**src/rtl/mem_access_stage_pkg.sv**
```systemverilog
// Shared types for the MEM stage: instruction container, memory-op kind and FSM state.
package mem_access_stage_pkg;

   typedef enum logic [1:0] {
      MEM_OP_NONE = 2'd0,
      MEM_OP_LW   = 2'd1,
      MEM_OP_SW   = 2'd2
   } mem_op_e;

   typedef struct packed {
      logic [5:0]  opcode;
      logic [4:0]  rs;
      logic [4:0]  rt;
      logic [4:0]  rd;
      logic [15:0] imm;
      mem_op_e     memOp;
      logic        regWrite;
   } instr_structure;

   typedef enum logic {
      IDLE   = 1'b0,
      ACCESS = 1'b1
   } mem_state_e;

   function automatic logic isWordAligned(input logic [1:0] lowBits);
      return (lowBits == 2'b00);
   endfunction

endpackage

```
**src/rtl/mem_access_stage_if.sv**
```systemverilog
// Ready-handshaked data-memory port between the MEM stage (master) and data memory (slave).
interface mem_access_stage_if #(
   parameter int ADDR_W = 32,
   parameter int DATA_W = 32
);
   logic              req;
   logic              we;
   logic [ADDR_W-1:0] addr;
   logic [DATA_W-1:0] wdata;
   logic              ready;
   logic [DATA_W-1:0] rdata;

   modport master (
      output req, we, addr, wdata,
      input  ready, rdata
   );

   modport slave (
      input  req, we, addr, wdata,
      output ready, rdata
   );
endinterface

```
**src/rtl/mem_access_stage_mem_wb_reg.sv**
```systemverilog
// MEM/WB pipeline register; wb_valid and wb_fault are single-cycle pulses per load.
module mem_wb_reg
   import mem_access_stage_pkg::*;
#(
   parameter int DATA_W = 32
) (
   input  logic              clk,
   input  logic              rst,
   input  logic              load,
   input  logic              inFault,
   input  instr_structure    inICont,
   input  logic [DATA_W-1:0] inResult,
   input  logic [DATA_W-1:0] inLData,
   output logic              outValid,
   output logic              outFault,
   output instr_structure    outICont,
   output logic [DATA_W-1:0] outResult,
   output logic [DATA_W-1:0] outLData
);

   // Payload holds between loads; the valid/fault flags fall back to 0 every cycle.
   always_ff @(posedge clk or posedge rst) begin
      if (rst) begin
         outValid  <= 1'b0;
         outFault  <= 1'b0;
         outICont  <= '0;
         outResult <= '0;
         outLData  <= '0;
      end else begin
         outValid <= load;
         outFault <= load && inFault;
         if (load) begin
            outICont  <= inICont;
            outResult <= inResult;
            outLData  <= inLData;
         end
      end
   end

endmodule

```
**src/rtl/mem_access_stage.sv**
```systemverilog
// MEM stage of the MIPS core: LW/SW over a ready handshake, stalls EX while an access is open.
// Optional access timeout enabled by defining MEM_TIMEOUT_EN.
module mem_access_stage
   import mem_access_stage_pkg::*;
#(
   parameter int ADDR_W = 32,
   parameter int DATA_W = 32
`ifdef MEM_TIMEOUT_EN
   ,
   parameter int TIMEOUT_CYCLES = 16
`endif
) (
   input  logic                clk,
   input  logic                rst,
   input  logic                ex_valid,
   input  instr_structure      ex_iCont,
   input  logic [DATA_W-1:0]   ex_alu_result,
   input  logic [DATA_W-1:0]   ex_store_data,
   output logic                mem_stall,
   mem_access_stage_if.master  dmem,
   output logic                wb_valid,
   output instr_structure      wb_iCont,
   output logic [DATA_W-1:0]   result_fromALU,
   output logic [DATA_W-1:0]   lData,
   output logic                wb_fault
);

   mem_state_e        state;
   mem_state_e        nextState;
   instr_structure    latchICont;
   logic [DATA_W-1:0] latchResult;
   logic [DATA_W-1:0] latchData;
   logic [ADDR_W-1:0] latchAddr;
   logic              accept;
   logic              isMemOp;
   logic              aligned;
   logic              timeoutHit;
   logic              dmemReq;
   logic              wbLoad;
   logic              wbFaultIn;
   instr_structure    wbICont;
   logic [DATA_W-1:0] wbResult;
   logic [DATA_W-1:0] wbLData;

   assign mem_stall = (state == ACCESS);
   assign accept    = ex_valid && !mem_stall;
   assign isMemOp   = (ex_iCont.memOp != MEM_OP_NONE);
   assign aligned   = isWordAligned(ex_alu_result[1:0]);
   assign latchAddr = {latchResult[ADDR_W-1:2], 2'b00};

   always_ff @(posedge clk or posedge rst) begin
      if (rst) begin
         state <= IDLE;
      end else begin
         state <= nextState;
      end
   end

   // Capture the request on an aligned LW/SW accept so the bus stays stable while waiting.
   always_ff @(posedge clk or posedge rst) begin
      if (rst) begin
         latchICont  <= '0;
         latchResult <= '0;
         latchData   <= '0;
      end else if (accept && isMemOp && aligned) begin
         latchICont  <= ex_iCont;
         latchResult <= ex_alu_result;
         latchData   <= ex_store_data;
      end
   end

`ifdef MEM_TIMEOUT_EN
   localparam int CNT_W = $clog2(TIMEOUT_CYCLES + 1);
   logic [CNT_W-1:0] waitCnt;

   // The final wait cycle is the timeout cycle itself, so dmem_req stays high exactly TIMEOUT_CYCLES cycles.
   always_ff @(posedge clk or posedge rst) begin
      if (rst) begin
         waitCnt <= '0;
      end else if (state != ACCESS) begin
         waitCnt <= '0;
      end else if (!dmem.ready) begin
         waitCnt <= waitCnt + 1'b1;
      end
   end

   assign timeoutHit = (state == ACCESS) && !dmem.ready &&
                       (waitCnt == CNT_W'(TIMEOUT_CYCLES - 1));
`else
   assign timeoutHit = 1'b0;
`endif

   // Next state plus what to load into MEM/WB; ready beats a same-cycle timeout.
   always_comb begin
      nextState = state;
      dmemReq   = 1'b0;
      wbLoad    = 1'b0;
      wbFaultIn = 1'b0;
      wbICont   = ex_iCont;
      wbResult  = ex_alu_result;
      wbLData   = '0;
      case (state)
         IDLE: begin
            if (accept) begin
               if (!isMemOp) begin
                  wbLoad = 1'b1;
               end else if (!aligned) begin
                  wbLoad    = 1'b1;
                  wbFaultIn = 1'b1;
               end else begin
                  nextState = ACCESS;
               end
            end
         end
         ACCESS: begin
            dmemReq  = 1'b1;
            wbICont  = latchICont;
            wbResult = latchResult;
            if (dmem.ready) begin
               wbLoad    = 1'b1;
               nextState = IDLE;
               if (latchICont.memOp == MEM_OP_LW) begin
                  wbLData = dmem.rdata;
               end
            end else if (timeoutHit) begin
               wbLoad    = 1'b1;
               wbFaultIn = 1'b1;
               nextState = IDLE;
            end
         end
         default: begin
            nextState = IDLE;
         end
      endcase
   end

   assign dmem.req   = dmemReq;
   assign dmem.we    = dmemReq && (latchICont.memOp == MEM_OP_SW);
   assign dmem.addr  = dmemReq ? latchAddr : '0;
   assign dmem.wdata = dmemReq ? latchData : '0;

   mem_wb_reg #(
      .DATA_W(DATA_W)
   ) memWbReg (
      .clk      (clk),
      .rst      (rst),
      .load     (wbLoad),
      .inFault  (wbFaultIn),
      .inICont  (wbICont),
      .inResult (wbResult),
      .inLData  (wbLData),
      .outValid (wb_valid),
      .outFault (wb_fault),
      .outICont (wb_iCont),
      .outResult(result_fromALU),
      .outLData (lData)
   );

endmodule

```
**src/flat_wrapper.sv**
```systemverilog
// flat-port wrapper written by rule: the top's interface ports become plain ports
module mem_access_stage_flat import mem_access_stage_pkg::*;
#(
   parameter int ADDR_W = 32,
   parameter int DATA_W = 32

)
  (clk, rst, ex_valid, ex_iCont, ex_alu_result, ex_store_data, mem_stall, wb_valid, wb_iCont, result_fromALU, lData, wb_fault, dmem_req, dmem_we, dmem_addr, dmem_wdata, dmem_ready, dmem_rdata);
  mem_access_stage_if #(.ADDR_W(ADDR_W), .DATA_W(DATA_W)) dmem_i ();
  input  logic clk;
  input  logic rst;
  input  logic ex_valid;
  input  instr_structure ex_iCont;
  input  logic [DATA_W-1:0] ex_alu_result;
  input  logic [DATA_W-1:0] ex_store_data;
  output logic mem_stall;
  output logic wb_valid;
  output instr_structure wb_iCont;
  output logic [DATA_W-1:0] result_fromALU;
  output logic [DATA_W-1:0] lData;
  output logic wb_fault;
  output wire logic [$bits(dmem_i.req)-1:0] dmem_req;
  output wire logic [$bits(dmem_i.we)-1:0] dmem_we;
  output wire logic [$bits(dmem_i.addr)-1:0] dmem_addr;
  output wire logic [$bits(dmem_i.wdata)-1:0] dmem_wdata;
  input wire logic [$bits(dmem_i.ready)-1:0] dmem_ready;
  input wire logic [$bits(dmem_i.rdata)-1:0] dmem_rdata;
  assign dmem_req = dmem_i.req;
  assign dmem_we = dmem_i.we;
  assign dmem_addr = dmem_i.addr;
  assign dmem_wdata = dmem_i.wdata;
  assign dmem_i.ready = dmem_ready;
  assign dmem_i.rdata = dmem_rdata;
  mem_access_stage #(.ADDR_W(ADDR_W), .DATA_W(DATA_W)) u_core (.clk(clk), .rst(rst), .ex_valid(ex_valid), .ex_iCont(ex_iCont), .ex_alu_result(ex_alu_result), .ex_store_data(ex_store_data), .mem_stall(mem_stall), .dmem(dmem_i), .wb_valid(wb_valid), .wb_iCont(wb_iCont), .result_fromALU(result_fromALU), .lData(lData), .wb_fault(wb_fault));
endmodule
```
**config.mk**
```make
export PLATFORM = sky130hd
export DESIGN_NAME = mem_access_stage_flat
export DESIGN_NICKNAME = d
export VERILOG_FILES = /design/src/rtl/mem_access_stage_pkg.sv /design/src/rtl/mem_access_stage_if.sv /design/src/rtl/mem_access_stage_mem_wb_reg.sv /design/src/rtl/mem_access_stage.sv /design/src/flat_wrapper.sv
export SDC_FILE = /design/constraint.sdc
export NUM_CORES = 1
export LEC_CHECK = 0
export CAP_MARGIN = 0
export CORE_ASPECT_RATIO = 1.25
export CORE_MARGIN = 3
export CORE_UTILIZATION = 51
export CTS_BUF_LIST = sky130_fd_sc_hd__clkbuf_4 sky130_fd_sc_hd__clkbuf_8
export CTS_CLUSTER_DIAMETER = 100
export CTS_CLUSTER_SIZE = 12
export DETAILED_ROUTE_END_ITERATION = 8
export PLACE_DENSITY = 0.88
export SLEW_MARGIN = 20
export SYNTH_ARGS = -nofsm -noshare
export SYNTH_HDL_FRONTEND = slang
export SYNTH_HIERARCHICAL = 1
export SYNTH_SLANG_ARGS = --single-unit
export TNS_END_PERCENT = 1
```
**constraint.sdc**
```tcl
create_clock -name clk -period 8.3 [get_ports clk]
set_clock_uncertainty 0.1 [all_clocks]
set_input_delay 1.66 -clock clk [delete_from_list [all_inputs] [get_ports clk]]
set_output_delay 1.66 -clock clk [all_outputs]
set_load 0.005 [all_outputs]
```
==> flow_summary.ini <==
[cts]
clkSinkCount = 211
cts_tree = done
clk_latency_ps = 520
cts_resized = 0
cts_max_path_buffers = 3
root_buffer = clkbuf_8
h-tree-depth = 1
postCtsSetupBuffers = 0
ctsHoldBuffers = 0
cts_buffers = 21
clk_pin_slew_worst_paths_ps = 80

[hold_path]
holdCritStartpoint = u_core/latchResult[29]
holdPathEnd = u_core/latchResult[29]
hold_depth = 1
min-delay-path-class = reg -> reg

[global_route]
grt_antenna_before_repair = 1
grt_usage_pct = 23.01
grt_pass1_wl_mm = 36.92
grt_overflow = 0
grt_max_degree = 86
grt_pass1_vias = 6840

[floorplanning]
ios = 313
rows = 55
fp.dieW_um = 127.7
die_h_um = 158.2
initial_core_util_pct = 52.00
die_area_um2 = 20200
coreArea_um2 = 18170

[sta]
rsz0062_at_grt = false
slew_headroom_pct = 38.42
fmax_mhz = 218.9
slew_viol_final = 0
layout_setup_ws_ps = 3732
final.min_clock_period_ps = 4568
finalSetupTns_ps = 0
final-hold-violation-count = 0
worst_hold_slack_ps = 399.8
finalCritPeriodShare_pct = 55.03
setup_viol = 0
tightest_slew_ps = 923.7

[synth]
ys.warnings.count = 6
synth_compound_area_share_pct = 2.702
synth_top_family_by_area = multiplexers
yosys_register_bits = 211
synth.area.top_cells = dfrtp_1, mux2_2, mux2_4, and2_1, a21o_1
netlist.area_leader.share_pct = 55.89
synthAdderAreaFrac_pct = 0
yosysTopAreaCell = dfrtp_1
ys_seq_area_share_pct = 55.89
ys_types = 21
avgSynthCellArea_um2 = 14.58
synth-simple-area-share_pct = 7.060
syn-cell-area_um2 = 9447
postSynthCellCount = 648
synthMuxAreaShare_pct = 31.27
synth_xor_area_share_pct = 0

[setup_path]
r2r-start = u_core/mem_stall
endpoint_kind = primary output
r2r_slack_ps = 4920
reg2reg_depth = 6
worstPathRequired_ps = 6540
path_max_fanout = 85
r2r_end = u_core/memWbReg/outLData[22]
arrival_ps = 2810
worstSetupPathType = reg -> out
start_kind = flop

[routing]
ant_nets = 0
vias = 6133
drc_errors = 0
initialDrtViolationCount = 225
wl_mm = 23.46
first_pass_iters = 4
wl_per_cell_um = 19.95
routed_via_density = 5.215

[power]
vdd_drop_max_mv = 0.1589
p_leak_nw = 5.714
power.density_nw_per_um2 = 203.1
total_power_w = 0.002635

[run_status]
outcome = complete, no violations

[placement]
io_buffers = 310
dpl_cell_area_um2 = 12670
dpl.hpwl_mm = 16.46
gp_congestion = 0.7786
pre_cts_slack_ps = 4191

[finish]
drive_above_1_share_pct = 29.99
area_growth_pct = 37.34
nNetsFinal = 1087
final_cell_area_um2 = 12970

[flow_run]
drv_cap = 0
synthesized netlist by cell type:
master and number:
mux2_4 49, inv_1 6, nand2_1 2, nor4b_4 1
a21o_1 31, o211ai_1 1, buf_6 7, buf_4 9
buf_2 10, dfrtp_1 211, nor2_1 2, or2_1 1
nor3_1 1, and2_1 95, buf_1 3, conb_1 1
o21ai_0 3, nor2b_1 2, mux2_2 197, clkbuf_1 15
nor4bb_1 1
final cells by class:
type	count	area, um2
antenna	1	2.502
tap	228	285.3
sequential	211	5284
clock inverter	1	7.507
timing repair buffer	319	3171
fill	1268	5194
inverter	6	27.53
multi-input combinational	388	3900
clock buffer	22	296.5
logic make-up after synthesis:
kind of cell | after synthesis
other cells | 1
flops | 211
compound gates | 35
simple gates | 105
mux | 246
buf+inv | 50
worst max path at each step:
| stage | endpoint | startpoint | slack, ps |
|---|---|---|---|
| detailed placement | u_core/latchICont[13] | ex_alu_result[0] | 4190 |
| global placement | u_core/latchICont[25] | ex_alu_result[0] | 4210 |
| finish | dmem_addr[31] | u_core/mem_stall | 3730 |
| floorplan | u_core/memWbReg/outFault | rst | 3750 |
| CTS | dmem_addr[31] | u_core/mem_stall | 3650 |
| global route | dmem_we | u_core/mem_stall | 3510 |
routing by layer:
| metal | track usage, % | up-vias | share of wire (%) |
|---|---|---|---|
| met1 | 27.44 | 3057 | 38 |
| met3 | 6.547 | 47 | 7.4 |
| met2 | 39.72 | 218 | 51 |
| li1 | - | 2811 | - |
| met5 | 0 | - | 0 |
| met4 | 8.493 | 0 | 3.2 |
report_power, final:
group,switching [W],internal (W)
logic,0.000225,0.000489
clock network,0.000339,0.000233
registers,0.000112,0.00124
total,0.000676,0.00196
worst max-delay path, stage by stage (launching register included):
cell,delay (ps)
dfrtp_4,670
buf_4,710
and2_1,310
clkdlybuf4s50_1,540
placed cells by master (no fill, tap or decap), drive strengths merged:
| master | instances |
|---|---|
| clkdlybuf4s50 | 310 |
| mux2 | 246 |
| dfrtp | 211 |
| and2 | 95 |
| a21o | 31 |
| clkbuf | 22 |
| buf | 9 |
| inv | 6 |
| o21ai | 3 |
| nor2 | 2 |
| nor2b | 2 |
| nand2 | 2 |
| conb | 2 |
| diode | 1 |
| clkinvlp | 1 |
| or2 | 1 |
| nor4b | 1 |
| nor3 | 1 |
| nor4bb | 1 |
| o211ai | 1 |
through the flow:
| stage | instances | util, % |
|---|---|---|
| global placement | 1152 | 69.72 |
| CTS | 1175 | 71.40 |
| floorplan | 649 | - |
| global route | 1176 | 71.41 |
| finish | 1176 | 71.41 |
| detailed placement | 1152 | 69.72 |
flip-flops by register name (all words and copies together) (netlist names):
register,cells
u_core/latchICont,40
u_core/memWbReg/outICont,40
u_core/latchData,32
u_core/latchResult,32
u_core/memWbReg/outLData,32
u_core/memWbReg/outResult,32
u_core/memWbReg/outFault,1
u_core/memWbReg/outValid,1
u_core/mem_stall,1
Power figures use the tool's default switching activity.
